<file path="config.mk">
export PLATFORM = sky130hd
export DESIGN_NAME = seg7_scan_controller
export DESIGN_NICKNAME = d
export VERILOG_FILES = /design/src/rtl/seg7_pkg.sv /design/src/rtl/seg7_char_rom.sv /design/src/rtl/seg7_scan_controller.sv
export SDC_FILE = /design/constraint.sdc
export NUM_CORES = 1
export LEC_CHECK = 0
export CORE_MARGIN = 4
export CORE_UTILIZATION = 24
export CTS_BUF_LIST = sky130_fd_sc_hd__clkbuf_16
export CTS_CLUSTER_DIAMETER = 60
export DETAILED_ROUTE_END_ITERATION = 10
export GPL_TIMING_DRIVEN = 0
export PLACE_DENSITY_LB_ADDON = 0.2
export SLEW_MARGIN = 10
export SYNTH_ARGS = -nofsm -noshare
export SYNTH_HDL_FRONTEND = slang
export SYNTH_SLANG_ARGS = --single-unit
</file>
<file path="constraint.sdc">
create_clock -name i_clk -period 4.5 [get_ports i_clk]
set_input_delay 1.35 -clock i_clk [delete_from_list [all_inputs] [get_ports i_clk]]
set_output_delay 1.35 -clock i_clk [all_outputs]
set_load 0.03 [all_outputs]
</file>
<file path="src/rtl/seg7_pkg.sv">
// seg7_pkg: shared definitions for the multiplexed 7-segment controller.
//   - character-code constants (5-bit codes written by the host)
//   - write-path FSM state type
//   - seg7_decode(): 5-bit code -> active-high segment pattern {g,f,e,d,c,b,a}
package seg7_pkg;

  localparam int unsigned CHAR_W = 5;

  localparam logic [CHAR_W-1:0] CH_BLANK = 5'h10;
  localparam logic [CHAR_W-1:0] CH_DASH  = 5'h11;
  localparam logic [CHAR_W-1:0] CH_P     = 5'h12;
  localparam logic [CHAR_W-1:0] CH_N     = 5'h13;
  localparam logic [CHAR_W-1:0] CH_U     = 5'h14;
  localparam logic [CHAR_W-1:0] CH_T     = 5'h15;
  localparam logic [CHAR_W-1:0] CH_R     = 5'h16;
  localparam logic [CHAR_W-1:0] CH_L     = 5'h17;
  localparam logic [CHAR_W-1:0] CH_H     = 5'h18;

  // Frame write handshake: Idle accepts, Pending holds the shadow frame until the
  // scan frame ends, Swap copies shadow into the active buffer for one cycle.
  typedef enum logic [1:0] {
    StIdle,
    StPending,
    StSwap
  } wr_state_e;

  // Active-high pattern, bit order {g,f,e,d,c,b,a}. Unused codes decode to blank.
  function automatic logic [6:0] seg7_decode(input logic [CHAR_W-1:0] code);
    logic [6:0] seg;
    case (code)
      5'h00:   seg = 7'h3F;
      5'h01:   seg = 7'h06;
      5'h02:   seg = 7'h5B;
      5'h03:   seg = 7'h4F;
      5'h04:   seg = 7'h66;
      5'h05:   seg = 7'h6D;
      5'h06:   seg = 7'h7D;
      5'h07:   seg = 7'h07;
      5'h08:   seg = 7'h7F;
      5'h09:   seg = 7'h6F;
      5'h0A:   seg = 7'h77;
      5'h0B:   seg = 7'h7C;
      5'h0C:   seg = 7'h39;
      5'h0D:   seg = 7'h5E;
      5'h0E:   seg = 7'h79;
      5'h0F:   seg = 7'h71;
      CH_DASH: seg = 7'h40;
      CH_P:    seg = 7'h73;
      CH_N:    seg = 7'h54;
      CH_U:    seg = 7'h3E;
      CH_T:    seg = 7'h78;
      CH_R:    seg = 7'h50;
      CH_L:    seg = 7'h38;
      CH_H:    seg = 7'h76;
      default: seg = 7'h00;
    endcase
    return seg;
  endfunction

endpackage

</file>
<file path="src/rtl/seg7_char_rom.sv">
// seg7_char_rom: combinational character ROM.
// Ports:
//   i_code  5-bit character code
//   o_seg   active-high segment pattern {g,f,e,d,c,b,a}; polarity is applied by the caller
module seg7_char_rom
  import seg7_pkg::*;
(
  input  logic [CHAR_W-1:0] i_code,
  output logic [6:0]        o_seg
);

  always_comb begin
    o_seg = seg7_decode(i_code);
  end

endmodule

</file>
<file path="src/rtl/seg7_scan_controller.sv">
// seg7_scan_controller: N-digit multiplexed 7-segment display controller.
//
// The host writes a whole frame (char codes, decimal points, blink mask) through a
// valid/ready handshake into a shadow buffer. The shadow is copied into the active
// buffer only right after the last slot of the last digit, so a frame is never torn.
// Each digit slot starts with a blanking gap (all anodes off) to suppress ghosting.
//
// Optional build macro:
//   SEG7_DIMMING_EN  adds i_bright; the anode is gated by a 4-bit PWM inside the lit
//                    part of each slot. i_bright is sampled once per frame.
//
// Ports:
//   i_clk         system clock
//   i_rst_n       asynchronous active-low reset
//   i_wr_valid    frame write request
//   o_wr_ready    shadow buffer free (write accepted on valid & ready)
//   i_wr_chars    5-bit char code per digit, digit 0 (rightmost) in [4:0]
//   i_wr_dp       decimal point per digit
//   i_wr_blink    blink enable per digit
//   o_anode       digit enables, one active at a time (polarity per ACTIVE_LOW)
//   o_seg         segments {g,f,e,d,c,b,a} (polarity per ACTIVE_LOW)
//   o_dp          decimal point (polarity per ACTIVE_LOW)
//   o_frame_done  one-cycle pulse aligned with the last output cycle of the last digit
//   i_bright      brightness 0..15 (SEG7_DIMMING_EN only)
module seg7_scan_controller
  import seg7_pkg::*;
#(
  parameter int unsigned N_DIGITS   = 4,
  parameter int unsigned CLK_HZ     = 100_000_000,
  parameter int unsigned SCAN_HZ    = 1000,
  parameter int unsigned BLANK_CYC  = 64,
  parameter int unsigned BLINK_HZ   = 2,
  parameter bit          ACTIVE_LOW = 1'b1
) (
  input  logic                       i_clk,
  input  logic                       i_rst_n,
  input  logic                       i_wr_valid,
  output logic                       o_wr_ready,
  input  logic [CHAR_W*N_DIGITS-1:0] i_wr_chars,
  input  logic [N_DIGITS-1:0]        i_wr_dp,
  input  logic [N_DIGITS-1:0]        i_wr_blink,
  output logic [N_DIGITS-1:0]        o_anode,
  output logic [6:0]                 o_seg,
  output logic                       o_dp,
  output logic                       o_frame_done
`ifdef SEG7_DIMMING_EN
  ,
  input  logic [3:0]                 i_bright
`endif
);

  localparam int unsigned SLOT_CYC   = CLK_HZ / (SCAN_HZ * N_DIGITS);
  localparam int unsigned SLOT_W     = (SLOT_CYC > 1) ? $clog2(SLOT_CYC) : 1;
  localparam int unsigned DIG_W      = $clog2(N_DIGITS);
  localparam int unsigned BLINK_CYC  = CLK_HZ / BLINK_HZ;
  localparam int unsigned BLINK_W    = (BLINK_CYC > 1) ? $clog2(BLINK_CYC) : 1;
  localparam int unsigned BLINK_HALF = BLINK_CYC / 2;
  localparam int unsigned CHARS_W    = CHAR_W * N_DIGITS;

  // Inactive pin levels; XOR-ing an active-high value with these applies polarity.
  localparam logic [N_DIGITS-1:0] ANODE_OFF = {N_DIGITS{ACTIVE_LOW}};
  localparam logic [6:0]          SEG_OFF   = {7{ACTIVE_LOW}};
  localparam logic                DP_OFF    = ACTIVE_LOW;

  // ---------------------------------------------------------------------------
  // Scan and blink counters
  // ---------------------------------------------------------------------------
  logic [SLOT_W-1:0]  slot_q, slot_d;
  logic [DIG_W-1:0]   digit_q, digit_d;
  logic [BLINK_W-1:0] blink_q, blink_d;
  logic               slot_wrap, digit_wrap, frame_end;
  logic               lit, blink_off;

  always_comb begin
    slot_wrap  = (slot_q == SLOT_W'(SLOT_CYC - 1));
    digit_wrap = (digit_q == DIG_W'(N_DIGITS - 1));
    frame_end  = slot_wrap && digit_wrap;

    slot_d  = slot_wrap ? '0 : slot_q + 1'b1;
    digit_d = digit_q;
    if (slot_wrap) begin
      digit_d = digit_wrap ? '0 : digit_q + 1'b1;
    end

    blink_d   = (blink_q == BLINK_W'(BLINK_CYC - 1)) ? '0 : blink_q + 1'b1;
    blink_off = (blink_q >= BLINK_W'(BLINK_HALF));

    // Anti-ghosting gap at the start of every slot.
    lit = (slot_q >= SLOT_W'(BLANK_CYC));
  end

  always_ff @(posedge i_clk or negedge i_rst_n) begin
    if (!i_rst_n) begin
      slot_q  <= '0;
      digit_q <= '0;
      blink_q <= '0;
    end else begin
      slot_q  <= slot_d;
      digit_q <= digit_d;
      blink_q <= blink_d;
    end
  end

  // ---------------------------------------------------------------------------
  // Write FSM and double buffer
  // ---------------------------------------------------------------------------
  wr_state_e state_q, state_d;
  logic      wr_accept, swap;

  logic [CHARS_W-1:0]  shadow_chars_q, active_chars_q;
  logic [N_DIGITS-1:0] shadow_dp_q, active_dp_q;
  logic [N_DIGITS-1:0] shadow_blink_q, active_blink_q;

  always_comb begin
    state_d    = state_q;
    o_wr_ready = 1'b0;
    wr_accept  = 1'b0;
    swap       = 1'b0;
    unique case (state_q)
      StIdle: begin
        o_wr_ready = 1'b1;
        // A frame end in this same cycle is deliberately ignored: the capture
        // waits for the next frame end so the new frame is shown whole.
        if (i_wr_valid) begin
          wr_accept = 1'b1;
          state_d   = StPending;
        end
      end
      StPending: begin
        if (frame_end) begin
          state_d = StSwap;
        end
      end
      StSwap: begin
        swap    = 1'b1;
        state_d = StIdle;
      end
      default: state_d = StIdle;
    endcase
  end

  always_ff @(posedge i_clk or negedge i_rst_n) begin
    if (!i_rst_n) begin
      state_q <= StIdle;
    end else begin
      state_q <= state_d;
    end
  end

  always_ff @(posedge i_clk or negedge i_rst_n) begin
    if (!i_rst_n) begin
      shadow_chars_q <= {N_DIGITS{CH_BLANK}};
      shadow_dp_q    <= '0;
      shadow_blink_q <= '0;
      active_chars_q <= {N_DIGITS{CH_BLANK}};
      active_dp_q    <= '0;
      active_blink_q <= '0;
    end else begin
      if (wr_accept) begin
        shadow_chars_q <= i_wr_chars;
        shadow_dp_q    <= i_wr_dp;
        shadow_blink_q <= i_wr_blink;
      end
      if (swap) begin
        active_chars_q <= shadow_chars_q;
        active_dp_q    <= shadow_dp_q;
        active_blink_q <= shadow_blink_q;
      end
    end
  end

  // During the swap cycle the counters already sit on slot 0 of digit 0, so the
  // shadow is displayed directly; the first output of a frame is never stale even
  // with no blanking gap.
  logic [CHARS_W-1:0]  disp_chars;
  logic [N_DIGITS-1:0] disp_dp, disp_blink;

  always_comb begin
    disp_chars = swap ? shadow_chars_q : active_chars_q;
    disp_dp    = swap ? shadow_dp_q    : active_dp_q;
    disp_blink = swap ? shadow_blink_q : active_blink_q;
  end

  // ---------------------------------------------------------------------------
  // Current-digit selection
  // ---------------------------------------------------------------------------
  logic [CHAR_W-1:0]   cur_code, rom_code;
  logic                cur_dp, cur_blink, hide, dp_on;
  logic [N_DIGITS-1:0] anode_sel;
  logic [6:0]          rom_seg;

  always_comb begin
    cur_code  = CH_BLANK;
    cur_dp    = 1'b0;
    cur_blink = 1'b0;
    anode_sel = '0;
    for (int unsigned i = 0; i < N_DIGITS; i++) begin
      if (digit_q == DIG_W'(i)) begin
        cur_code     = disp_chars[i*CHAR_W +: CHAR_W];
        cur_dp       = disp_dp[i];
        cur_blink    = disp_blink[i];
        anode_sel[i] = 1'b1;
      end
    end
    hide     = cur_blink && blink_off;
    rom_code = hide ? CH_BLANK : cur_code;
    dp_on    = cur_dp && !hide;
  end

  seg7_char_rom u_char_rom (
    .i_code (rom_code),
    .o_seg  (rom_seg)
  );

  // ---------------------------------------------------------------------------
  // Brightness gating
  // ---------------------------------------------------------------------------
  logic pwm_on;

`ifdef SEG7_DIMMING_EN
  logic [3:0] pwm_q;
  logic [3:0] bright_q;

  always_ff @(posedge i_clk or negedge i_rst_n) begin
    if (!i_rst_n) begin
      pwm_q    <= '0;
      bright_q <= 4'hF;
    end else begin
      pwm_q <= pwm_q + 4'd1;
      // Sampled only at frame end so brightness never changes mid-frame.
      if (frame_end) begin
        bright_q <= i_bright;
      end
    end
  end

  always_comb begin
    pwm_on = (pwm_q < bright_q);
  end
`else
  always_comb begin
    pwm_on = 1'b1;
  end
`endif

  // ---------------------------------------------------------------------------
  // Registered pin drivers
  // ---------------------------------------------------------------------------
  logic [N_DIGITS-1:0] anode_ah;
  logic [6:0]          seg_ah;
  logic                dp_ah;

  logic [N_DIGITS-1:0] anode_q;
  logic [6:0]          seg_q;
  logic                dp_q;
  logic                frame_done_q;

  always_comb begin
    anode_ah = (lit && pwm_on) ? anode_sel : '0;
    seg_ah   = lit ? rom_seg : 7'h00;
    dp_ah    = lit && dp_on;
  end

  always_ff @(posedge i_clk or negedge i_rst_n) begin
    if (!i_rst_n) begin
      anode_q      <= ANODE_OFF;
      seg_q        <= SEG_OFF;
      dp_q         <= DP_OFF;
      frame_done_q <= 1'b0;
    end else begin
      anode_q      <= anode_ah ^ ANODE_OFF;
      seg_q        <= seg_ah ^ SEG_OFF;
      dp_q         <= dp_ah ^ DP_OFF;
      // Registered alongside the pins so the pulse marks the last visible cycle.
      frame_done_q <= frame_end;
    end
  end

  assign o_anode      = anode_q;
  assign o_seg        = seg_q;
  assign o_dp         = dp_q;
  assign o_frame_done = frame_done_q;

endmodule
</file>
==> flow_summary.toml <==
[clocking]
clock_path_buffers = 2
postCtsResizedCells = 0
insertion_delay_ps = 420
cts_hold_buf = 0
cts_root_buf = "clkbuf_16"
cts_tree = "yes"
path_clk_slew_ps = 60
cts_sinks = 114
htreeDepth = 4
cts_buffers = 17
post_cts_buffers = 0

[yosys]
synth_top_area_frac = 0.441
avgSynthCellArea_sq_um = 11.8
syn_inst = 454
synth_area_leaders = "dfrtp_1, dfstp_2, mux2_2"
ys_ff_latch = 114
yosysSeqAreaShare = 0.539
synthFlopType = "dfrtp_1"
async_flop_share = 1.00
netlist_area_sq_um = 5340
synth_edf_count = 0
syn-num-nets = 500
ys_warn_count = 0
synth.distinct_cells = 57
yosys.area.top_type = "dfrtp_1"

[grt]
grt_max_degree = 82
overflow = 0
grt_use_total = 0.107
grt_pass1_vias = 3966
grt_antenna_before_repair = 0
grt_first_pass_wirelength_mm = 20.7

[die]
dieWidth_um = 157
die_y_um = 157
row_count = 54
num_io_pins = 45
core_area_sq_um = 21800
initial_core_util = 0.244
dieArea_sq_um = 24700

[placement]
detailed_place_hpwl_mm = 8.79
placed_cells = 779
gp_congestion = 0.838
io_buffers = 44

[setup_path]
critPathRequiredTime_ps = 4830
critPathMaxFanout = 9
path_class = "reg2reg"
critical_path_arrival_ps = 3730
critPathSlowestCell = "a221oi_1"
start_kind = "flip-flop"
critPathMaxStageDelay_ps = 530
end_kind = "flip-flop"
worstPathCellList = "inv_1 -> ha_1 -> clkbuf_1 -> nor2b_1 -> a221oi_1 -> a221oi_1 -> nand2_1 -> ha_1 -> nor3_1 -> a311oi_1 -> a221o_1"

[final_layout]
layout_common_cells = "dfrtp_1, mux2_2, clkdlybuf4s50_1"
final_common_cell = "dfrtp_1"
n_antenna_cell = 0
fin_cells = 811
fin_nets = 564
drive_gt1_frac = 0.200
synthToLayoutAreaGrowth_pct = 25.5

[pwr]
vdd_drop_max_v = 0.000219
power_density_nw_per_um2 = 354
p_seq_frac = 0.449
power.leakage_nw = 2.96
clockPowerShare = 0.521
switching_share = 0.206
p_total_mw = 2.37
power_switching_mw = 0.487
pwr-share-comb = 0.029
p_int_mw = 1.88

[detailed_routing]
routedWlPerCell_um = 15.1
drc = 0
vias = 3682
drt_iter0_drc = 151
routed_wl_mm = 12.2
vias_per_cell = 4.54
drtAntennaViolNets = 0
drt_pass1_iterations = 4

[timing]
tightestPinTransition_ps = 922
fin_tns_setup_ps = 0
clock.fmax_ghz = 0.294
hold-worst-slack_ps = 490
skew_ps = 26.1
min_period_ps = 3400
rsz0062_at_grt = "false"
hold_viol_final = 0
setup_viol = 0
fin_crit_sh = 0.756
maxSlewHeadroom = 0.382
maxSlewViolCount = 0

[flow_run]
maxCapViolations = 0

[run_status]
status = "complete, no violations"

[hold_path]
hp-class = "reg2reg"
power groups by stage:
stage	Sequential, mW	Clock, mW	Combinational (mW)
floorplan	1.08	0	0.0194
global placement	1.08	0	0.0678
detailed placement	1.08	0	0.0728
CTS	1.06	1.27	0.0728
global route	1.07	1.32	0.0791
finish	1.06	1.24	0.0697
worst paths after layout:
kind | from | to | slack (ps) | depth (start not counted)
worst max-delay path | digit_q[1] | o_seg[0] | 1100 | 11
worst min-delay path | slot_q[4] | slot_q[4] | 490 | 1
worst max register to register | digit_q[1] | o_seg[0] | 1100 | 11
worst min register to register | slot_q[4] | slot_q[4] | 490 | 1
max in group asynchronous | i_rst_n | o_anode[3] | 2940 | 2
min in group asynchronous | i_rst_n | blink_q[4] | 810 | 1
state kept, by name, summed over array words and instances (netlist names), 7 cells and up:
register and flops:
slot_q 15, o_seg 7, shadow_chars_q 20, active_chars_q 20, blink_q 26
through the flow:
step	worst slack [ps]	area, sq um	util
2_1_floorplan	1750	5340	-
3_3_place_gp	-2370	6130	0.281
3_5_place_dp	862	6150	0.282
4_1_cts	1090	6700	0.307
5_1_grt	823	6700	0.307
6_report	1100	6700	0.307
area by class of cell:
| cell class | count | area (sq um) |
|---|---|---|
| clock inverter | 15 | 115 |
| buffer | 15 | 80.1 |
| timing repair buffer | 45 | 469 |
| sequential | 114 | 2880 |
| clock buffer | 17 | 425 |
| tap | 280 | 350 |
| fill | 2216 | 15100 |
| inverter | 19 | 71.3 |
| multi-input combinational | 306 | 2310 |
routing by layer:
metal	track usage	routed length, um
met1	0.140	5840
met2	0.169	5790
met3	0.0363	536
met4	0.0320	74
met5	0	0
critical path: cells and delay by family, from the launching register on:
| family | cells | cell delay [ps] |
|---|---|---|
| AO/OA/AOI/OAI | 4 | 1170 |
| adder cells (fa/ha/maj) | 2 | 500 |
| buffers and inverters | 2 | 320 |
| flip-flops | 1 | 360 |
| AND/OR/NAND/NOR | 3 | 960 |
synth_stat cells, types with 2 or more instances:
master and count:
dfstp_2 20, or4_1 2, o31ai_1 2, mux2_4 3
and3_1 5, nand3_1 26, buf_4 2, nor4bb_1 2
xor2_1 22, mux2_2 46, dfrtp_1 94, nor2_1 38
xnor2_1 14, a22oi_1 2, a221oi_1 7, nor2b_1 5
a311oi_1 2, nand4_1 6, nor4_1 4, a221o_1 3
nor3_1 10, ha_1 15, o21ai_0 6, clkbuf_1 9
a32o_1 2, a31oi_1 2, nand2_1 29, or3_1 2
mux2_1 4, buf_6 2, a21oi_1 13, and4_1 4
o21ai_1 2, mux2i_1 7, inv_1 19, a22o_1 2
logic make-up after synthesis:
family / Yosys count / synth area share
xor gates and xnor gates: 36 / 0.0591
and+or+nand+nor: 139 / 0.128
adders and majority gates: 15 / 0.0352
buffers and inverters: 34 / 0.0284
DFF: 114 / 0.539
muxes: 60 / 0.127
AOI/OAI and AO/OA: 56 / 0.0826
No activity file was read; power rests on OpenSTA's default activity.
==> edit 1: new RTL, config.mk and constraints unchanged <==
Change the parameter `ACTIVE_LOW` from 1'b1 to 1'b0.
--- a/src/rtl/seg7_scan_controller.sv
+++ b/src/rtl/seg7_scan_controller.sv
@@ -30,7 +30,7 @@
   parameter int unsigned SCAN_HZ    = 1000,
   parameter int unsigned BLANK_CYC  = 64,
   parameter int unsigned BLINK_HZ   = 2,
-  parameter bit          ACTIVE_LOW = 1'b1
+  parameter bit          ACTIVE_LOW = 1'b0
 ) (
   input  logic                       i_clk,
   input  logic                       i_rst_n,
Function: changed (Yosys sat finds a counterexample within 4 cycles, from zero or initial values and one cycle with i_rst_n low).
==> edit 1 against the unedited design <==
  * Die area is 0.89% higher
  * Setup slack lost 300 ps
  * Largest cell class unchanged
  * Total power grew 4.2%
  * Global-route usage down 0.33 points
  * Routed wire length shrank 3.5%
  * First-iteration DRC count rose by 25%
  * Sequential share of layout area is 0.86 points lower
  * Non-clock buffer count grew 4
  * Sequential cell count unchanged
  * Synthesized area is 0.94% higher
  * Sequential power is essentially flat
  * Final area is 1.5% higher
==> edit 1: results (changes against the unedited design) <==
Min path
  • HP Start: active_chars_q[16] (was slot_q[4])
  • Worst Hold Depth: 2 (was 1)
  • Hold Crit Endpoint: active_chars_q[16] (was slot_q[4])

Global routing
  • First-pass GRT wire length: 20.1 mm (was 20.7 mm)
  • GR Util met2: 0.167 (was 0.169)
  • Aggregate global-route resource usage: 0.104 (was 0.107)
  • Vias in the first global route: 3865 (was 3966)
  • Largest net degree at the start of global routing: 76 (was 82)

Timing
  • Hold slack: 478 ps (was 490 ps)

Routing
  • Post-Route WL: 11.8 mm (was 12.2 mm)
  • Vias per inst: 4.40 (was 4.54)
  • Wl on met1: 5.50 mm (was 5.84 mm)
  • Routed length per placed instance: 14.5 µm (was 15.1 µm)
  • 1st-iter DRT viols: 188 (was 151)
  • Met3 wire len: 614 µm (was 536 µm)
  • Met2 WL: 5.54 mm (was 5.79 mm)

Cells and area
  • Signal buffers: 64 (was 60)
  • Fraction of area in multi-input gates: 0.341 (was 0.344)
  • Non-clk buf share: 0.0876 (was 0.0820)
  • FILL cells: 2206 (was 2216)
  • Count of multi-input gates: 302 (was 306)
  • Register area: 2860 µm² (was 2880 µm²)
  • NumNets Final: 566 (was 564)
  • Seq cells: 114 (unchanged)
  • Inverters, non-clock: 21 (was 19)

Logic synthesis
  • Top cells by area, synth: dfrtp_1 49%, mux2_2 7.9%, dfstp_2 3.9%, xor2_1 3.7%, ha_1 3.5% (was dfrtp_1 44%, dfstp_2 9.8%, mux2_2 9.7%, xor2_1 3.6%, ha_1 3.5%)
  • Synth cell types: 63 (was 57)
  • Synth top cells by count: 106 x dfrtp_1, 38 x mux2_2, 36 x nor2_1, 27 x nand3_1, 23 x xor2_1 (was 94 x dfrtp_1, 46 x mux2_2, 38 x nor2_1, 29 x nand2_1, 26 x nand3_1)
  • Syn Area/Cell: 11.8 µm² (about the same)
  • Sequential area share after synthesis: 0.532 (was 0.539)

Worst setup path
  • R2R Setup Slk: 800 ps (was 1100 ps)
  • Slowest Stage Delay on Critical Path: 480 ps (was 530 ps)
  • R2R cell count: 14 (was 11)
  • CP arrival: 3990 ps (was 3730 ps)
  • CP delay by family, top: simple AND/OR/NAND/NOR gates (was compound AO/OA/AOI/OAI gates)
  • Crit Path Max Fanout: 10 (was 9)

Place
  • Place WS: 809 ps (was 862 ps)
  • DP Area: 6200 µm² (was 6150 µm²)
  • DP HPWL: 8.41 mm (was 8.79 mm)
  • Placed insts: 781 (was 779)

Power
  • Worst vdd ir: 0.179 mV (was 0.219 mV)
  • Internal Pwr Total: 1.96 mW (was 1.88 mW)
  • Static leakage: 3.15 nW (was 2.96 nW)

Status
  • Status: complete, no violations (unchanged)
edit 1: changes by cell type in the layout (fill, tap and decap cells not counted), moves of 7 or more:
| cell | change |
|---|---|
| mux2_2 | -8 |
| nand2_1 | -7 |
| dfstp_2 | -12 |
| a21oi_1 | -8 |
| dfrtp_1 | +12 |
| and3_1 | +10 |
edit 1: metrics by stage:
step | power, mW | TNS, ps
after detailed placement | 1.15 | 0
after global routing | 2.57 | 0
after global placement | 1.15 | -258930
after CTS | 2.51 | 0
after floorplan | 1.09 | 0
final | 2.47 | 0
edit 1: cell families (layout without fill, tap and decap cells):
logic type | after synthesis | after routing | synth area share
DFF | 114 | 114 | 0.532
AOI/OAI and AO/OA | 48 | 48 | 0.0716
adders and majority gates | 15 | 15 | 0.0349
and+or+nand+nor | 143 | 143 | 0.136
xor gates and xnor gates | 37 | 37 | 0.0602
muxes | 59 | 59 | 0.127
buffers and inverters | 40 | 117 | 0.0381
==> edit 2: new RTL, same settings <==
Made on the original files. Encoding of `wr_state_e`: now one-hot (3 bits for 3 states).
--- a/src/rtl/seg7_pkg.sv
+++ b/src/rtl/seg7_pkg.sv
@@ -18,10 +18,10 @@
 
   // Frame write handshake: Idle accepts, Pending holds the shadow frame until the
   // scan frame ends, Swap copies shadow into the active buffer for one cycle.
-  typedef enum logic [1:0] {
-    StIdle,
-    StPending,
-    StSwap
+  typedef enum logic [2:0] {
+    StIdle    = 3'b001,
+    StPending = 3'b010,
+    StSwap    = 3'b100
   } wr_state_e;
 
   // Active-high pattern, bit order {g,f,e,d,c,b,a}. Unused codes decode to blank.
Check against the original RTL: same outputs for any inputs over 10 cycles, from zero or initial values and one cycle with i_rst_n low; not proved beyond that.
==> edit 2 against the unedited design <==
  * Setup slack worse by 40 ps
  * Final area is 2.1% higher
  * First-iteration DRC count is 2.0% higher
  * Routed wire length is 0.74% higher
  * Via count hardly changed
  * Synthesized area is 2.2% higher
  * Sequential cell count is 1 higher
  * Critical path type unchanged
Power is not compared: it rests on default switching activity, and its combinational part moved more than twofold at a synthesized area within 25%.
==> edit 2: results (changes against the unedited design) <==
Cells and area
  • Largest reg by FF count: blink_q (unchanged)
  • Biggest regs: blink_q (26), active_chars_q (20), shadow_chars_q (20) (unchanged)
  • Commonest non-fill, non-tap cell in the layout: dfrtp_1 (unchanged)
  • Layout cells sized above 1: 0.230 (was 0.200)
  • FILL cells: 2201 (was 2216)
  • NumNets Final: 581 (was 564)

Logic synthesis
  • Synth Area in XOR/XNOR: 0.0578 (was 0.0591)
  • Synth warn: 0 (unchanged)
  • Ys flop type: dfrtp_1 (unchanged)
  • Compound-gate portion of the synthesized area: 0.0762 (was 0.0826)
  • Synth cell types: 66 (was 57)
  • Post-synthesis adder-cell area fraction: 0.0344 (was 0.0352)
  • Synthesized net count: 517 (was 500)
  • Synth top cells by count: 94 x dfrtp_1, 52 x mux2_2, 41 x nor2_1, 29 x nand2_1, 24 x nand3_1 (was 94 x dfrtp_1, 46 x mux2_2, 38 x nor2_1, 29 x nand2_1, 26 x nand3_1)
  • Syn Area/Cell: 11.6 µm² (was 11.8 µm²)
  • Synth async-reset ratio: 1.00 (unchanged)
  • Sequential area share after synthesis: 0.533 (was 0.539)
  • Post-synthesis mux area share: 0.123 (was 0.127)
  • Top cells by area, synth: dfrtp_1 43%, mux2_2 11%, dfstp_2 10%, xor2_1 3.5%, ha_1 3.4% (was dfrtp_1 44%, dfstp_2 9.8%, mux2_2 9.7%, xor2_1 3.6%, ha_1 3.5%)

Worst setup path
  • Crit Path Max Fanout: 10 (was 9)
  • CP arrival: 3740 ps (was 3730 ps)
  • R2R cell count: 13 (was 11)
  • Slowest cell on crit path: dfrtp_1 (was a221oi_1)
  • Slowest Stage Delay on Critical Path: 420 ps (was 530 ps)

Place
  • Placed insts: 796 (was 779)
  • DP HPWL: 8.60 mm (was 8.79 mm)
  • Placer Congestion: 0.815 (was 0.838)
  • DP Area: 6270 µm² (was 6150 µm²)
  • Place WS: 732 ps (was 862 ps)

Global routing
  • Aggregate global-route resource usage: 0.103 (was 0.107)
  • Vias in the first global route: 3952 (was 3966)
  • First-pass GRT wire length: 20.9 mm (was 20.7 mm)
  • Largest net degree at the start of global routing: 63 (was 82)
  • Antenna violations before repair: 0 (unchanged)

Routing
  • First-pass DRT Iterations: 4 (unchanged)
  • Post-Route WL: 12.3 mm (was 12.2 mm)
  • DR vias: 3679 (was 3682)
  • Vias per inst: 4.44 (was 4.54)
  • 1st-iter DRT viols: 154 (was 151)

Power
  • Worst vdd ir: ~0.23 mV
  • Static leakage: 2.95 nW
  • Sw frac: 0.241

Timing
  • Max_slew headroom: 0.428 (was 0.382)
  • Clock Skew: 11.9 ps (was 26.1 ps)

Clocking
  • # Post-CTS Setup Buffers: 0 (unchanged)
  • TritonCTS buffer count: 17 (unchanged)
  • CTS resizes: 0 (unchanged)
  • H-tree level count: 4 (unchanged)
  • Worst-Skew Late Latency: ~400 ps
  • Clock tree buffer depth: 2 (unchanged)

Status
  • Status: complete, no violations (unchanged)

Min path
  • Worst Hold Depth: 2 (was 1)
  • Hold crit path type: reg -> reg (unchanged)
## edit 2: final timing paths
path | endpoint | startpoint | slack, ps
min | active_chars_q[11] | active_chars_q[11] | 480
max | o_seg[1] | state_q[2] | 1060
min reg2reg | active_chars_q[11] | active_chars_q[11] | 480
min in group asynchronous | shadow_blink_q[0] | i_rst_n | 900
max in group asynchronous | o_seg[3] | i_rst_n | 2870
max reg2reg | o_seg[1] | state_q[2] | 1060
## edit 2: area by class of cell
class                           instances  area, µm²  share of cell area
Clock buffer                           17        425              0.0622
Timing Repair Buffer                   45        469              0.0686
Buffer                                 16       93.8              0.0137
Multi-Input combinational cell        318       2370               0.347
Tap cell                              280        350              0.0512
Inverter                               22       82.6              0.0121
Sequential cell                       115       2900               0.425
Clock inverter                         15        143              0.0209
## edit 2: worst max-delay path: cells and delay by family, from the launching register on
| kind | cells | cell delay, ps |
|---|---|---|
| AO/OA/AOI/OAI | 5 | 1060 |
| adder cells (fa/ha/maj) | 1 | 210 |
| buffers and inverters | 3 | 580 |
| flip-flops | 1 | 420 |
| multiplexers | 1 | 360 |
| AND/OR/NAND/NOR | 3 | 690 |
## edit 2: stage by stage
| stage | hold WS [ps] | power [mW] | setup TNS (ps) |
|---|---|---|---|
| 6_report | 478 | 2.87 | 0 |
| 3_5_place_dp | 470 | 1.61 | 0 |
| 3_3_place_gp | 461 | 1.60 | -242520 |
| 4_1_cts | 485 | 2.92 | 0 |
| 5_1_grt | 505 | 3.01 | 0 |
| 2_1_floorplan | 444 | 1.47 | 0 |
## edit 2: power groups by stage
stage / clock, mW / sequential (mW) / combinational (mW)
global route: 1.37 / 1.30 / 0.328
finish: 1.29 / 1.28 / 0.300
CTS: 1.32 / 1.29 / 0.308
floorplan: 0 / 1.26 / 0.210
global placement: 0 / 1.30 / 0.295
detailed placement: 0 / 1.30 / 0.305
## edit 2: kinds of logic after synthesis
logic type	count (synthesis)
AOI/OAI and AO/OA	56
xor gates and xnor gates	36
adders and majority gates	15
buffers and inverters	38
DFF	115
muxes	60
and+or+nand+nor	151
## edit 2: layer usage
metal	part of all wire	vias to the layer above	track usage
li1	-	1785	-
met1	0.46	1808	0.130
met2	0.48	71	0.166
met3	0.037	15	0.0308
met4	0.019	0	0.0398
met5	0	-	0
